<file path="config.mk">
export PLATFORM = sky130hd
export DESIGN_NAME = disp_timing_gen
export DESIGN_NICKNAME = d
export VERILOG_FILES = /design/src/rtl/disp_timing_gen.sv
export SDC_FILE = /design/constraint.sdc
export NUM_CORES = 1
export LEC_CHECK = 0
export ABC_AREA = 1
export BUFFER_PORTS_ARGS = -buffer_cell sky130_fd_sc_hd__buf_2
export CORE_MARGIN = 2
export CORE_UTILIZATION = 60
export CTS_BUF_LIST = sky130_fd_sc_hd__clkbuf_4
export CTS_CLUSTER_SIZE = 12
export DETAILED_ROUTE_END_ITERATION = 8
export PLACE_DENSITY = 0.85
export SLEW_MARGIN = 40
export SYNTH_ARGS = -nofsm -noshare
export SYNTH_HDL_FRONTEND = slang
export SYNTH_SLANG_ARGS = --single-unit
</file>
<file path="constraint.sdc">
create_clock -name DCLK -period 5 [get_ports DCLK]
set_input_delay 1 -clock DCLK [delete_from_list [all_inputs] [get_ports DCLK]]
set_output_delay 1 -clock DCLK [all_outputs]
set_load 0.1 [all_outputs]
</file>
<file path="src/rtl/disp_timing_gen.sv">
// Display timing generator: H/V counters, sync/DE decode for VGA/XGA/SXGA,
// an early pixel-request strobe, and a sync/DE delay line matching FIFO latency.
// Resolution and enable are latched only on the last pixel of a frame.
// Timing tables are packed {ACT, FP, SYNC, BP}, 16 bits per field.
module disp_timing_gen #(
  parameter int          OUT_DELAY = 2,
  parameter int          CNT_WIDTH = 11,
  parameter logic [63:0] VGA_H     = {16'd640,  16'd16, 16'd96,  16'd48},
  parameter logic [63:0] VGA_V     = {16'd480,  16'd10, 16'd2,   16'd33},
  parameter logic [63:0] XGA_H     = {16'd1024, 16'd24, 16'd136, 16'd160},
  parameter logic [63:0] XGA_V     = {16'd768,  16'd3,  16'd6,   16'd29},
  parameter logic [63:0] SXGA_H    = {16'd1280, 16'd48, 16'd112, 16'd248},
  parameter logic [63:0] SXGA_V    = {16'd1024, 16'd1,  16'd3,   16'd38}
) (
  input  logic                 DCLK,
  input  logic                 DRST,
  input  logic [1:0]           RESOL,
  input  logic                 DISPON,
  output logic                 PIX_REQ,
  output logic                 DSP_HSYNC_X,
  output logic                 DSP_VSYNC_X,
  output logic                 DSP_DE,
  output logic                 FRAME_START,
  output logic                 VBLANK_IRQ,
  output logic [CNT_WIDTH-1:0] HCNT,
  output logic [CNT_WIDTH-1:0] VCNT
);

  localparam logic [2:0] IDLE = 3'b110;  // {hsync_x, vsync_x, de}

  logic [CNT_WIDTH-1:0] hcnt_p0, vcnt_p0;
  logic [1:0]           cur_resol;
  logic                 cur_en;
  logic                 frame_start_p1;
  logic [63:0]          tab_h, tab_v;
  logic [CNT_WIDTH-1:0] hact, hfp, hsw, hbp, vact, vfp, vsw, vbp;
  logic [CNT_WIDTH-1:0] htotal, vtotal;
  logic                 h_last, v_last, frame_last;
  logic                 active, hs, vs;
  logic [2:0]           dec_p0, out_pn;

  // Timing table for the resolution latched at the last frame boundary
  always_comb begin
    case (cur_resol)
      2'b01:   begin tab_h = XGA_H;  tab_v = XGA_V;  end
      2'b10:   begin tab_h = SXGA_H; tab_v = SXGA_V; end
      default: begin tab_h = VGA_H;  tab_v = VGA_V;  end
    endcase
  end

  assign hact = CNT_WIDTH'(tab_h[63:48]);
  assign hfp  = CNT_WIDTH'(tab_h[47:32]);
  assign hsw  = CNT_WIDTH'(tab_h[31:16]);
  assign hbp  = CNT_WIDTH'(tab_h[15:0]);
  assign vact = CNT_WIDTH'(tab_v[63:48]);
  assign vfp  = CNT_WIDTH'(tab_v[47:32]);
  assign vsw  = CNT_WIDTH'(tab_v[31:16]);
  assign vbp  = CNT_WIDTH'(tab_v[15:0]);

  assign htotal     = hact + hfp + hsw + hbp;
  assign vtotal     = vact + vfp + vsw + vbp;
  assign h_last     = (hcnt_p0 == htotal - CNT_WIDTH'(1));
  assign v_last     = (vcnt_p0 == vtotal - CNT_WIDTH'(1));
  assign frame_last = h_last && v_last;

  // Counters, frame-boundary latch of RESOL/DISPON, and the frame-start pulse
  always_ff @(posedge DCLK) begin
    if (DRST) begin
      hcnt_p0        <= '0;
      vcnt_p0        <= '0;
      cur_resol      <= 2'b00;
      cur_en         <= 1'b0;
      frame_start_p1 <= 1'b0;
    end else begin
      frame_start_p1 <= frame_last;
      if (h_last) begin
        hcnt_p0 <= '0;
        vcnt_p0 <= v_last ? '0 : vcnt_p0 + CNT_WIDTH'(1);
      end else begin
        hcnt_p0 <= hcnt_p0 + CNT_WIDTH'(1);
      end
      if (frame_last) begin
        cur_resol <= (RESOL == 2'b11) ? 2'b00 : RESOL;
        cur_en    <= DISPON;
      end
    end
  end

  // Undelayed region decode
  always_comb begin
    active  = (hcnt_p0 < hact) && (vcnt_p0 < vact);
    hs      = (hcnt_p0 >= hact + hfp) && (hcnt_p0 < hact + hfp + hsw);
    vs      = (vcnt_p0 >= vact + vfp) && (vcnt_p0 < vact + vfp + vsw);
    PIX_REQ = active && cur_en;
    dec_p0  = {~hs, ~vs, PIX_REQ};
  end

  generate
    if (OUT_DELAY == 0) begin : g_nodelay
      assign out_pn = dec_p0;
    end else begin : g_delay
      logic [2:0] dly_p [OUT_DELAY];
      // Sync/DE shift register; reset flushes it to idle so no stale DE escapes
      always_ff @(posedge DCLK) begin
        if (DRST) begin
          for (int i = 0; i < OUT_DELAY; i++) dly_p[i] <= IDLE;
        end else begin
          dly_p[0] <= dec_p0;
          for (int i = 1; i < OUT_DELAY; i++) dly_p[i] <= dly_p[i-1];
        end
      end
      assign out_pn = dly_p[OUT_DELAY-1];
    end
  endgenerate

  assign DSP_HSYNC_X = out_pn[2];
  assign DSP_VSYNC_X = out_pn[1];
  assign DSP_DE      = out_pn[0];
  assign FRAME_START = frame_start_p1;
  assign VBLANK_IRQ  = (hcnt_p0 == '0) && (vcnt_p0 == vact);
  assign HCNT        = hcnt_p0;
  assign VCNT        = vcnt_p0;

endmodule
</file>
==> results of run 1 <==
==> per-layer routing <==
metal	wire, um	global-route usage [%]	vias to the layer above
li1	-	-	1326
met1	2951	38.88	1176
met2	2772	42.52	116
met3	601	5.523	13
met4	98	6.972	0
met5	0	0	-
==> kinds of logic after synthesis <==
family                   Yosys count  synth area share (%)
AND/OR/NAND/NOR                  229                 40.53
buffers and inverters             61                 10.16
adder cells (fa/ha/maj)           35                 17.17
flip-flops                        32                 25.12
AO/OA/AOI/OAI                     28                 6.182
XOR/XNOR                           2                0.6871
other                              1                0.1471
==> final cells by class <==
type	count	area (um2)	area share (%)
clock buffers	5	37.54	1.351
inverters	55	214.0	7.699
clock inverters	2	7.507	0.2701
well taps	50	62.56	2.251
flip-flops and latches	32	640.6	23.05
multi-input cells	295	1657	59.61
repair buffers	32	160.2	5.763
==> stage by stage <==
| stage | total power [mW] | cells | utilization, % | setup WS, ns |
|---|---|---|---|---|
| final | 0.4299 | 471 | 68.49 | 1.214 |
| after global routing | 0.4482 | 471 | 68.49 | 1.005 |
| after CTS | 0.4351 | 471 | 68.49 | 1.215 |
| after detailed placement | 0.2987 | 464 | 67.38 | 1.588 |
| after global placement | 0.2981 | 464 | 67.38 | 1.655 |
| after floorplan | 0.2905 | 388 | - | 0.8075 |
==> worst paths after layout <==
kind / startpoint / endpoint / slack (ns) / depth (start not counted)
worst max-delay path: cur_resol[0] / VBLANK_IRQ / 1.21 / 9
worst min-delay path: g_delay.dly_p[0][0] / g_delay.dly_p[0][3] / 0.41 / 2
worst max register to register: cur_resol[0] / VCNT[9] / 2.36 / 12
worst min register to register: g_delay.dly_p[0][0] / g_delay.dly_p[0][3] / 0.41 / 2
==> cell usage after synthesis (2+ instances only) <==
library cell	count
sky130_fd_sc_hd__nand2_1	100
sky130_fd_sc_hd__nor2_1	57
sky130_fd_sc_hd__inv_1	46
sky130_fd_sc_hd__ha_1	35
sky130_fd_sc_hd__dfxtp_1	32
sky130_fd_sc_hd__nand3_1	32
sky130_fd_sc_hd__nand4_1	16
sky130_fd_sc_hd__a21oi_1	15
sky130_fd_sc_hd__nor3_1	9
sky130_fd_sc_hd__inv_2	7
sky130_fd_sc_hd__o21ai_0	5
sky130_fd_sc_hd__buf_2	3
sky130_fd_sc_hd__or2_2	3
sky130_fd_sc_hd__a31oi_1	2
sky130_fd_sc_hd__nand2_2	2
sky130_fd_sc_hd__nor2_4	2
sky130_fd_sc_hd__nor4_1	2
sky130_fd_sc_hd__o211ai_1	2
==> report_power, final <==
group | switching (mW) | internal [mW] | total [mW] | leakage (nW)
Sequential | 0.00305 | 0.257 | 0.260 | 0.258
Clock | 0.0878 | 0.0490 | 0.137 | 0.0261
Combinational | 0.0268 | 0.00661 | 0.0334 | 1.15
Total | 0.118 | 0.312 | 0.430 | 1.43
==> flip-flops by register name (all words and copies together) (netlist names) <==
| signal | cells |
|---|---|
| FRAME_START | 1 |
| HCNT | 11 |
| g_delay.dly_p | 6 |
| VCNT | 11 |
| cur_en | 1 |
| cur_resol | 2 |
==> worst max-delay path, stage by stage, from the launching register on <==
cell and delay [ns]:
sky130_fd_sc_hd__dfxtp_1 0.40, sky130_fd_sc_hd__inv_1 0.08, sky130_fd_sc_hd__ha_1 0.50, sky130_fd_sc_hd__inv_2 0.19, sky130_fd_sc_hd__ha_1 0.31, sky130_fd_sc_hd__nand2_1 0.04, sky130_fd_sc_hd__nor2_1 0.12, sky130_fd_sc_hd__nand3_1 0.14
sky130_fd_sc_hd__nor4_2 0.19, sky130_fd_sc_hd__buf_2 0.47
==> results.md, run 1 <==
| Item | Value |
| --- | --- |
| Root buffer cell | sky130_fd_sc_hd__clkbuf_4 |
| Placement Cell Area | 2734 um2 |
| Biggest fanout along the worst timing path | 11 |
| Number of hold-slack violations in the final timing report | 0 |
| Type of element capturing the critical path | output pin |
| Global-route wire length before repair | 10,690 um |
| Detailed placement HPWL | 4997 um |
| Num Clock Sinks | 32 |
| Average footprint of a synthesized cell | 6.572 um2 |
| Portion of the clock cycle consumed by the worst path in the final layout | 75.71% |
| Antenna Violating Nets Remaining | 0 |
| Worst Clk Skew | 0.002510 ns |
| Type of the worst min-delay path | reg2reg |
| Worst-case hold slack | 0.4116 ns |
| Type of the setup path with the least slack | reg2out |
| Initial antenna violation count | 0 |
| Share of post-route cells with drive strength above 1 | 14.01% |
| Core area | 4058 um2 |
| WP data arrival | 2.79 ns |
| Yosys reg bits | 32 |
| Die boundary height | 69.19 um |
| Total power divided by cell area | 154.7 nW/um2 |
| Residual DRC | 0 |
| Later-pin clock latency in the skew report | 0.33 ns |
| Post-Synthesis Net Count | 428 |
| Post-synthesis cell type with the largest combined area | sky130_fd_sc_hd__dfxtp_1 |
| Share of the yosys chip area belonging to registers | 25.12% |
| Effective utilization at floorplan | 62.84% |
| TritonRoute pass-1 iters | 5 |
| Maximum level of the CTS H-tree | 2 |
| Total non-filler cell area in the finished layout | 2779 um2 |
| Average detailed-routed wire length per instance | 13.64 um |
| GRT Total Usage | 27.39% |
| Largest vdd supply drop | 0.1566 mV |
| Highest-count cells in the layout ignoring fill and taps | 100 x sky130_fd_sc_hd__nand2_1, 57 x sky130_fd_sc_hd__nor2_1, 46 x sky130_fd_sc_hd__inv_1, 35 x sky130_fd_sc_hd__ha_1 |
| Placer congestion estimate | 0.9771 |
| Count of final setup violators | 0 |
| Final sum of negative setup slack | 0 ns |
| Number of flops mapped to enable cells by yosys | 0 |
| CP Data Required Time | 4.00 ns |
| Die width | 69.19 um |
| Filler cell count | 376 |
| Vias per std cell | 5.586 |
| Maximum operating frequency | 0.2642 GHz |
| Maximum number of buffers from clock root to sink | 2 |
| Share of the synthesized area in the top cell type | 25.12% |
| Asr flop ratio synth | 0% |
| Primary FF master, synth | sky130_fd_sc_hd__dfxtp_1 |
| Number of I/O port buffers | 32 |
| Most area-consuming cells after synthesis | sky130_fd_sc_hd__dfxtp_1 25%, sky130_fd_sc_hd__ha_1 17%, sky130_fd_sc_hd__nand2_1 15% |
| Setup repair after global routing missed its margin | false |
| DRT Wirelength | 6424 um |
| Count of boundary I/O pins | 33 |
| Overall overflow remaining after global route | 0 |
| Largest net degree at the start of global routing | 18 |
| Number of buffers inserted during clock tree synthesis | 5 |
| Time the worst path needs with I/O delays and setup | 3.786 ns |
| Cell Area, Synth | 2550 um2 |
| Post-CTS Resized | 0 |
| Overall die area | 4787 um2 |
| TritonCTS clock tree | done |
| CP startpoint kind | flop |
| DRC marker count from the first detailed-route iteration | 250 |
| Number of buffers inserted for hold repair after clock tree synthesis | 0 |
| Count of pins over their slew limit | 0 |
| Result of the run | completed |
| Post-Synthesis Cells | 388 |
| Post-synthesis cell type count | 36 |
| Layout overhead on the synthesized area | 8.980% |
| Net count reported at finish | 461 |
| Number of maximum-capacitance violations | 0 |
| YS warnings | 0 |
| Clock slew at the register clock pins of the worst setup and hold paths | 0.10 ns |
| Most frequent standard cell in the layout excluding fill and tap cells | sky130_fd_sc_hd__nand2_1 |
| Post-CTS setup-driven buffer insertion count | 0 |
| Number of placement rows | 23 |
| Final antenna diode count | 0 |
| Total vias in the final route | 2,631 |
| Number of global-route vias before repair | 2,284 |
| LEAKAGE | 1.431 nW |
Note: power is estimated with default switching activity, not from simulation.
==> run 2: changes to the inputs <==
==> constraint.sdc (replaced) <==
create_clock -name DCLK -period 3.8 [get_ports DCLK]
set_input_delay 0.76 -clock DCLK [delete_from_list [all_inputs] [get_ports DCLK]]
set_output_delay 0.76 -clock DCLK [all_outputs]
set_load 0.1 [all_outputs]
==> results.md, run 2 (synthesis gave the netlist of run 1 again) <==
| Item | Value |
| --- | --- |
| Result of the run | completed |
| LEAKAGE | 1.437 nW |
| Num Clock Sinks | 32 |
| Number of buffers inserted during clock tree synthesis | 5 |
| Worst slack after detailed placement | 0.6591 ns |
| CP startpoint kind | flop |
| Number of maximum-capacitance violations | 0 |
| TritonRoute pass-1 iters | 5 |
| Number of buffers inserted for hold repair after clock tree synthesis | 0 |
| Overall die area | 4787 um2 |
| Clock slew at the register clock pins of the worst setup and hold paths | 0.10 ns |
| Placer congestion estimate | 0.9557 |
| Fin worst setup slack | 0.2255 ns |
| Final sum of negative setup slack | 0 ns |
| Post-CTS setup-driven buffer insertion count | 0 |
| Detailed placement HPWL | 5027 um |
| Setup repair after global routing missed its margin | false |
| Initial antenna violation count | 0 |
| GRT Total Usage | 27.76% |
| Largest vdd supply drop | 0.1587 mV |
| TritonCTS clock tree | done |
| WP data arrival | 2.81 ns |
| Count of pins over their slew limit | 0 |
| CP Data Required Time | 3.04 ns |
| Time the worst path needs with I/O delays and setup | 3.575 ns |
| Net count reported at finish | 461 |
| Type of element capturing the critical path | output pin |
| Total power divided by cell area | 207.8 nW/um2 |
| Maximum number of buffers from clock root to sink | 2 |
| Number of placement rows | 23 |
| Type of the setup path with the least slack | reg2out |
| Worst Clk Skew | 0.008769 ns |
| Type of the worst min-delay path | reg2reg |
| Overall overflow remaining after global route | 0 |
| Post-CTS Resized | 0 |
| Cell count after placement | 464 |
| Number of hold-slack violations in the final timing report | 0 |
| Antenna Violating Nets Remaining | 0 |
| Largest net degree at the start of global routing | 18 |
| Count of boundary I/O pins | 33 |
| Total vias in the final route | 2,593 |
| Average detailed-routed wire length per instance | 13.73 um |
| DRT Wirelength | 6466 um |
| Most frequent standard cell in the layout excluding fill and tap cells | sky130_fd_sc_hd__nand2_1 |
| Portion of the clock cycle consumed by the worst path in the final layout | 94.07% |
| Final antenna diode count | 0 |
| Vias per std cell | 5.505 |
| Count of final setup violators | 0 |
| Effective utilization at floorplan | 62.84% |
| Root buffer cell | sky130_fd_sc_hd__clkbuf_4 |
| Core area | 4058 um2 |
| Share of post-route cells with drive strength above 1 | 14.49% |
| Later-pin clock latency in the skew report | 0.33 ns |
| Maximum level of the CTS H-tree | 2 |
| Die width | 69.19 um |
| Power, Total | 580.4 uW |
| Number of global-route vias before repair | 2,314 |
| Filler-free cell count of the finished design | 471 |
| Layout overhead on the synthesized area | 9.519% |
| Number of I/O port buffers | 32 |
| Die boundary height | 69.19 um |
| Residual DRC | 0 |
| Biggest fanout along the worst timing path | 11 |
| DRC marker count from the first detailed-route iteration | 227 |
| Maximum operating frequency | 0.2798 GHz |
| Global-route wire length before repair | 10,760 um |
| Highest-count cells in the layout ignoring fill and taps | 100 x sky130_fd_sc_hd__nand2_1, 57 x sky130_fd_sc_hd__nor2_1, 46 x sky130_fd_sc_hd__inv_1, 35 x sky130_fd_sc_hd__ha_1 |
-- run 2: changes by cell type in the layout (fill, tap and decap cells not counted), sizes merged --
| cell | before | now |
|---|---|---|
| clkbuf | 5 | 6 |
| clkinv | 3 | 2 |
-- run 2: critical path, cell delays in order, from the launching register on --
cell and delay [ns]:
sky130_fd_sc_hd__dfxtp_1 0.40, sky130_fd_sc_hd__inv_1 0.08, sky130_fd_sc_hd__ha_1 0.50, sky130_fd_sc_hd__inv_2 0.19, sky130_fd_sc_hd__ha_1 0.31, sky130_fd_sc_hd__nand2_1 0.04
sky130_fd_sc_hd__nor2_1 0.12, sky130_fd_sc_hd__nand3_1 0.18, sky130_fd_sc_hd__nor4_4 0.18, sky130_fd_sc_hd__buf_2 0.47
-- run 2: final timing paths --
path                        from             endpoint  slack [ns]  depth (start not counted)
max                 cur_resol[0]           VBLANK_IRQ        0.23                          9
min          g_delay.dly_p[0][0]  g_delay.dly_p[0][3]        0.41                          2
max reg2reg         cur_resol[0]              VCNT[4]        1.13                         12
min reg2reg  g_delay.dly_p[0][0]  g_delay.dly_p[0][3]        0.41                          2
-- run 2: where the power goes --
| part | total (mW) | leakage (nW) | switching (mW) | internal, mW |
|---|---|---|---|---|
| sequential | 0.342 | 0.258 | 0.00380 | 0.338 |
| combinational | 0.0445 | 1.15 | 0.0357 | 0.00884 |
| clock | 0.194 | 0.0315 | 0.119 | 0.0753 |
| total | 0.580 | 1.44 | 0.158 | 0.422 |
-- run 2: area by class of cell --
cell class                      count  area, um2
Timing Repair Buffer               32      160.2
Inverter                           55      214.0
Clock inverter                      1      5.005
Sequential cell                    32      640.6
Fill cell                         356       1265
Multi-Input combinational cell    295       1665
Tap cell                           50      62.56
Clock buffer                        6      45.04
-- run 2: per-layer routing --
metal	vias to the layer above	track usage [%]	routed length [um]
met5	-	0	0
met4	0	8.061	79
met3	8	4.797	523
met2	98	43.48	2941
met1	1160	39.19	2920
li1	1327	-	-
-- run 2: stage by stage --
step	area (um2)	hold WS, ns	utilization, %
3_5_place_dp	2743	0.4018	67.59
5_1_grt	2793	0.4357	68.83
6_report	2793	0.4104	68.83
2_1_floorplan	2565	0.3883	-
3_3_place_gp	2743	0.3956	67.59
4_1_cts	2793	0.4141	68.83
==> run 3: changes to the inputs <==
--- a/config.mk
+++ b/config.mk
@@ -13,6 +13,7 @@
 export CTS_CLUSTER_SIZE = 12
 export DETAILED_ROUTE_END_ITERATION = 8
 export PLACE_DENSITY = 0.85
+export SETUP_SLACK_MARGIN = 0.3
 export SLEW_MARGIN = 40
 export SYNTH_ARGS = -nofsm -noshare
 export SYNTH_HDL_FRONTEND = slang
==> results.md, run 3 (synthesis gave the netlist of run 1 again) <==
| Item | Value |
| --- | --- |
| Later-pin clock latency in the skew report | 0.35 ns |
| Number of maximum-capacitance violations | 0 |
| Portion of the clock cycle consumed by the worst path in the final layout | 87.40% |
| Crit-path slowest cell | sky130_fd_sc_hd__ha_1 |
| Largest vdd supply drop | 0.1716 mV |
| Time the worst path needs with I/O delays and setup | 3.321 ns |
| R2R Path Start | cur_resol[0] |
| Effective utilization at floorplan | 62.84% |
| Initial antenna violation count | 0 |
| Core utilization of the finished layout | 69.23% |
| Total power divided by cell area | 211.5 nW/um2 |
| Maximum operating frequency | 0.3011 GHz |
| Type of element capturing the critical path | output pin |
| Type of the worst min-delay path | reg2reg |
| Ordered list of cells on the worst path | inv_1 > ha_1 > inv_2 > ha_1 > nand2_1 > nor2_1 > nand3_1 > nor4_4 > buf_4 |
| Detailed placement HPWL | 4786 um |
| Number of buffers inserted for hold repair after clock tree synthesis | 0 |
| Layout overhead on the synthesized area | 10.16% |
| Highest-count cells in the layout ignoring fill and taps | 100 x sky130_fd_sc_hd__nand2_1, 56 x sky130_fd_sc_hd__nor2_1, 46 x sky130_fd_sc_hd__inv_1, 34 x sky130_fd_sc_hd__ha_1 |
| Min-delay src | g_delay.dly_p[0][0] |
| Max incr delay on CP | 0.42 ns |
| Biggest fanout along the worst timing path | 10 |
| Largest delay contributor family on the critical path | adder cells |
| Worst Clk Skew | 0.007955 ns |
| Global-route wire length before repair | 10,420 um |
| Root buffer cell | sky130_fd_sc_hd__clkbuf_4 |
| TritonRoute pass-1 iters | 5 |
| CP Data Required Time | 3.04 ns |
| Vias per std cell | 5.453 |
| GRT Total Usage | 26.85% |
| Number of placement rows | 23 |
| Cell count along the critical path | 9 |
| DRC marker count from the first detailed-route iteration | 235 |
| Overall die area | 4787 um2 |
| Net count reported at finish | 461 |
| Reg-to-reg endpoint | VCNT[10] |
| Number of buffers inserted during clock tree synthesis | 5 |
| Overall overflow remaining after global route | 0 |
| Count of final setup violators | 0 |
| Count of pins over their slew limit | 0 |
| Type of the setup path with the least slack | reg2out |
| TritonCTS clock tree | done |
| Clock slew at the register clock pins of the worst setup and hold paths | 0.10 ns |
| Largest net degree at the start of global routing | 18 |
| Residual DRC | 0 |
| Count of boundary I/O pins | 33 |
| Most frequent standard cell in the layout excluding fill and tap cells | sky130_fd_sc_hd__nand2_1 |
| Crit path buf inv count | 3 |
| Die width | 69.19 um |
| LEAKAGE | 1.437 nW |
| Most used cell, CP | sky130_fd_sc_hd__ha_1 |
| Average detailed-routed wire length per instance | 13.14 um |
| Number of global-route vias before repair | 2,225 |
| Num Clock Sinks | 32 |
| Total vias in the final route | 2,574 |
| Register-to-register path setup slack | 1.22 ns |
| Maximum level of the CTS H-tree | 2 |
| Final sum of negative setup slack | 0 ns |
| WP data arrival | 2.56 ns |
| Core area | 4058 um2 |
| Startpoint of the most critical setup path | cur_resol[0] |
| Worst setup endpoint | VBLANK_IRQ |
| Die boundary height | 69.19 um |
| DRT Wirelength | 6200 um |
| Share of post-route cells with drive strength above 1 | 14.93% |
| Cell depth of the worst flop-to-flop path | 14 |
| Placer congestion estimate | 0.9848 |
| CP startpoint kind | flop |
| Number of I/O port buffers | 32 |
| Setup repair after global routing missed its margin | false |
| Number of hold-slack violations in the final timing report | 0 |
| Filler cell count | 357 |
| Antenna Violating Nets Remaining | 0 |
| Result of the run | completed |
| Maximum number of buffers from clock root to sink | 2 |
| Post-CTS setup-driven buffer insertion count | 0 |
| Final antenna diode count | 0 |
-- run 3: cell count changes in the layout (fill, tap and decap cells not counted), sizes merged --
cell	previous run	this run
clkbuf	6	7
-- run 3: how the worst min path moves through the flow --
stage                           to  cells past startpoint
6_report       g_delay.dly_p[0][3]                      2
5_1_grt        g_delay.dly_p[0][5]                      1
4_1_cts        g_delay.dly_p[0][3]                      2
3_5_place_dp   g_delay.dly_p[0][5]                      1
3_3_place_gp   g_delay.dly_p[0][3]                      2
2_1_floorplan  g_delay.dly_p[0][3]                      2
-- run 3: stage by stage --
stage                     power (mW)  hold WS [ns]  worst slack [ns]  area, um2  instances
after floorplan               0.3828        0.3883            0.4715       2567        388
after global placement        0.3927        0.3932            0.7124       2745        464
after detailed placement      0.3933        0.3998            0.6478       2745        464
after CTS                     0.5979        0.4202            0.3873       2806        472
after global routing          0.6193        0.4437            0.3153       2809        472
final                         0.5941        0.4137            0.4787       2809        472
-- run 3: repair_timing --
| item | 4_1_cts | 5_1_grt |
|---|---|---|
| setup endpoints to repair | 2 | 2 |
| gates resized for setup | 2 | 1 |
| pin swaps | 0 | 0 |
-- run 3: cell type report --
| cell class | count | area (um2) | share of cell area [%] |
|---|---|---|---|
| Clock buffer | 7 | 52.55 | 1.871 |
| Clock inverter | 1 | 3.754 | 0.1336 |
| Tap cell | 50 | 62.56 | 2.227 |
| Multi-Input combinational cell | 295 | 1670 | 59.47 |
| Inverter | 55 | 214.0 | 7.617 |
| Sequential cell | 32 | 640.6 | 22.81 |
| Timing Repair Buffer | 32 | 165.2 | 5.880 |
-- run 3: worst reg2reg max path, delay by kind of cell, from the launching register on --
kind	cells	cell delay, ns
buffers and inverters	4	0.39
adder cells (fa/ha/maj)	2	0.77
flip-flops	1	0.35
AND/OR/NAND/NOR	8	0.96
-- run 3: per-layer routing --
layer  vias to the layer above  wire length, um  track usage (%)
met1                      1134             2989            37.45
met4                         0              145            13.29
li1                       1319                -                -
met3                        13              418            5.814
met2                       108             2646            39.00
met5                         -                0                0
-- run 3: power breakdown --
| group | switching, mW | total (mW) | internal, mW |
|---|---|---|---|
| Clock | 0.123 | 0.208 | 0.0853 |
| Combinational | 0.0355 | 0.0443 | 0.00874 |
| Sequential | 0.00383 | 0.342 | 0.338 |
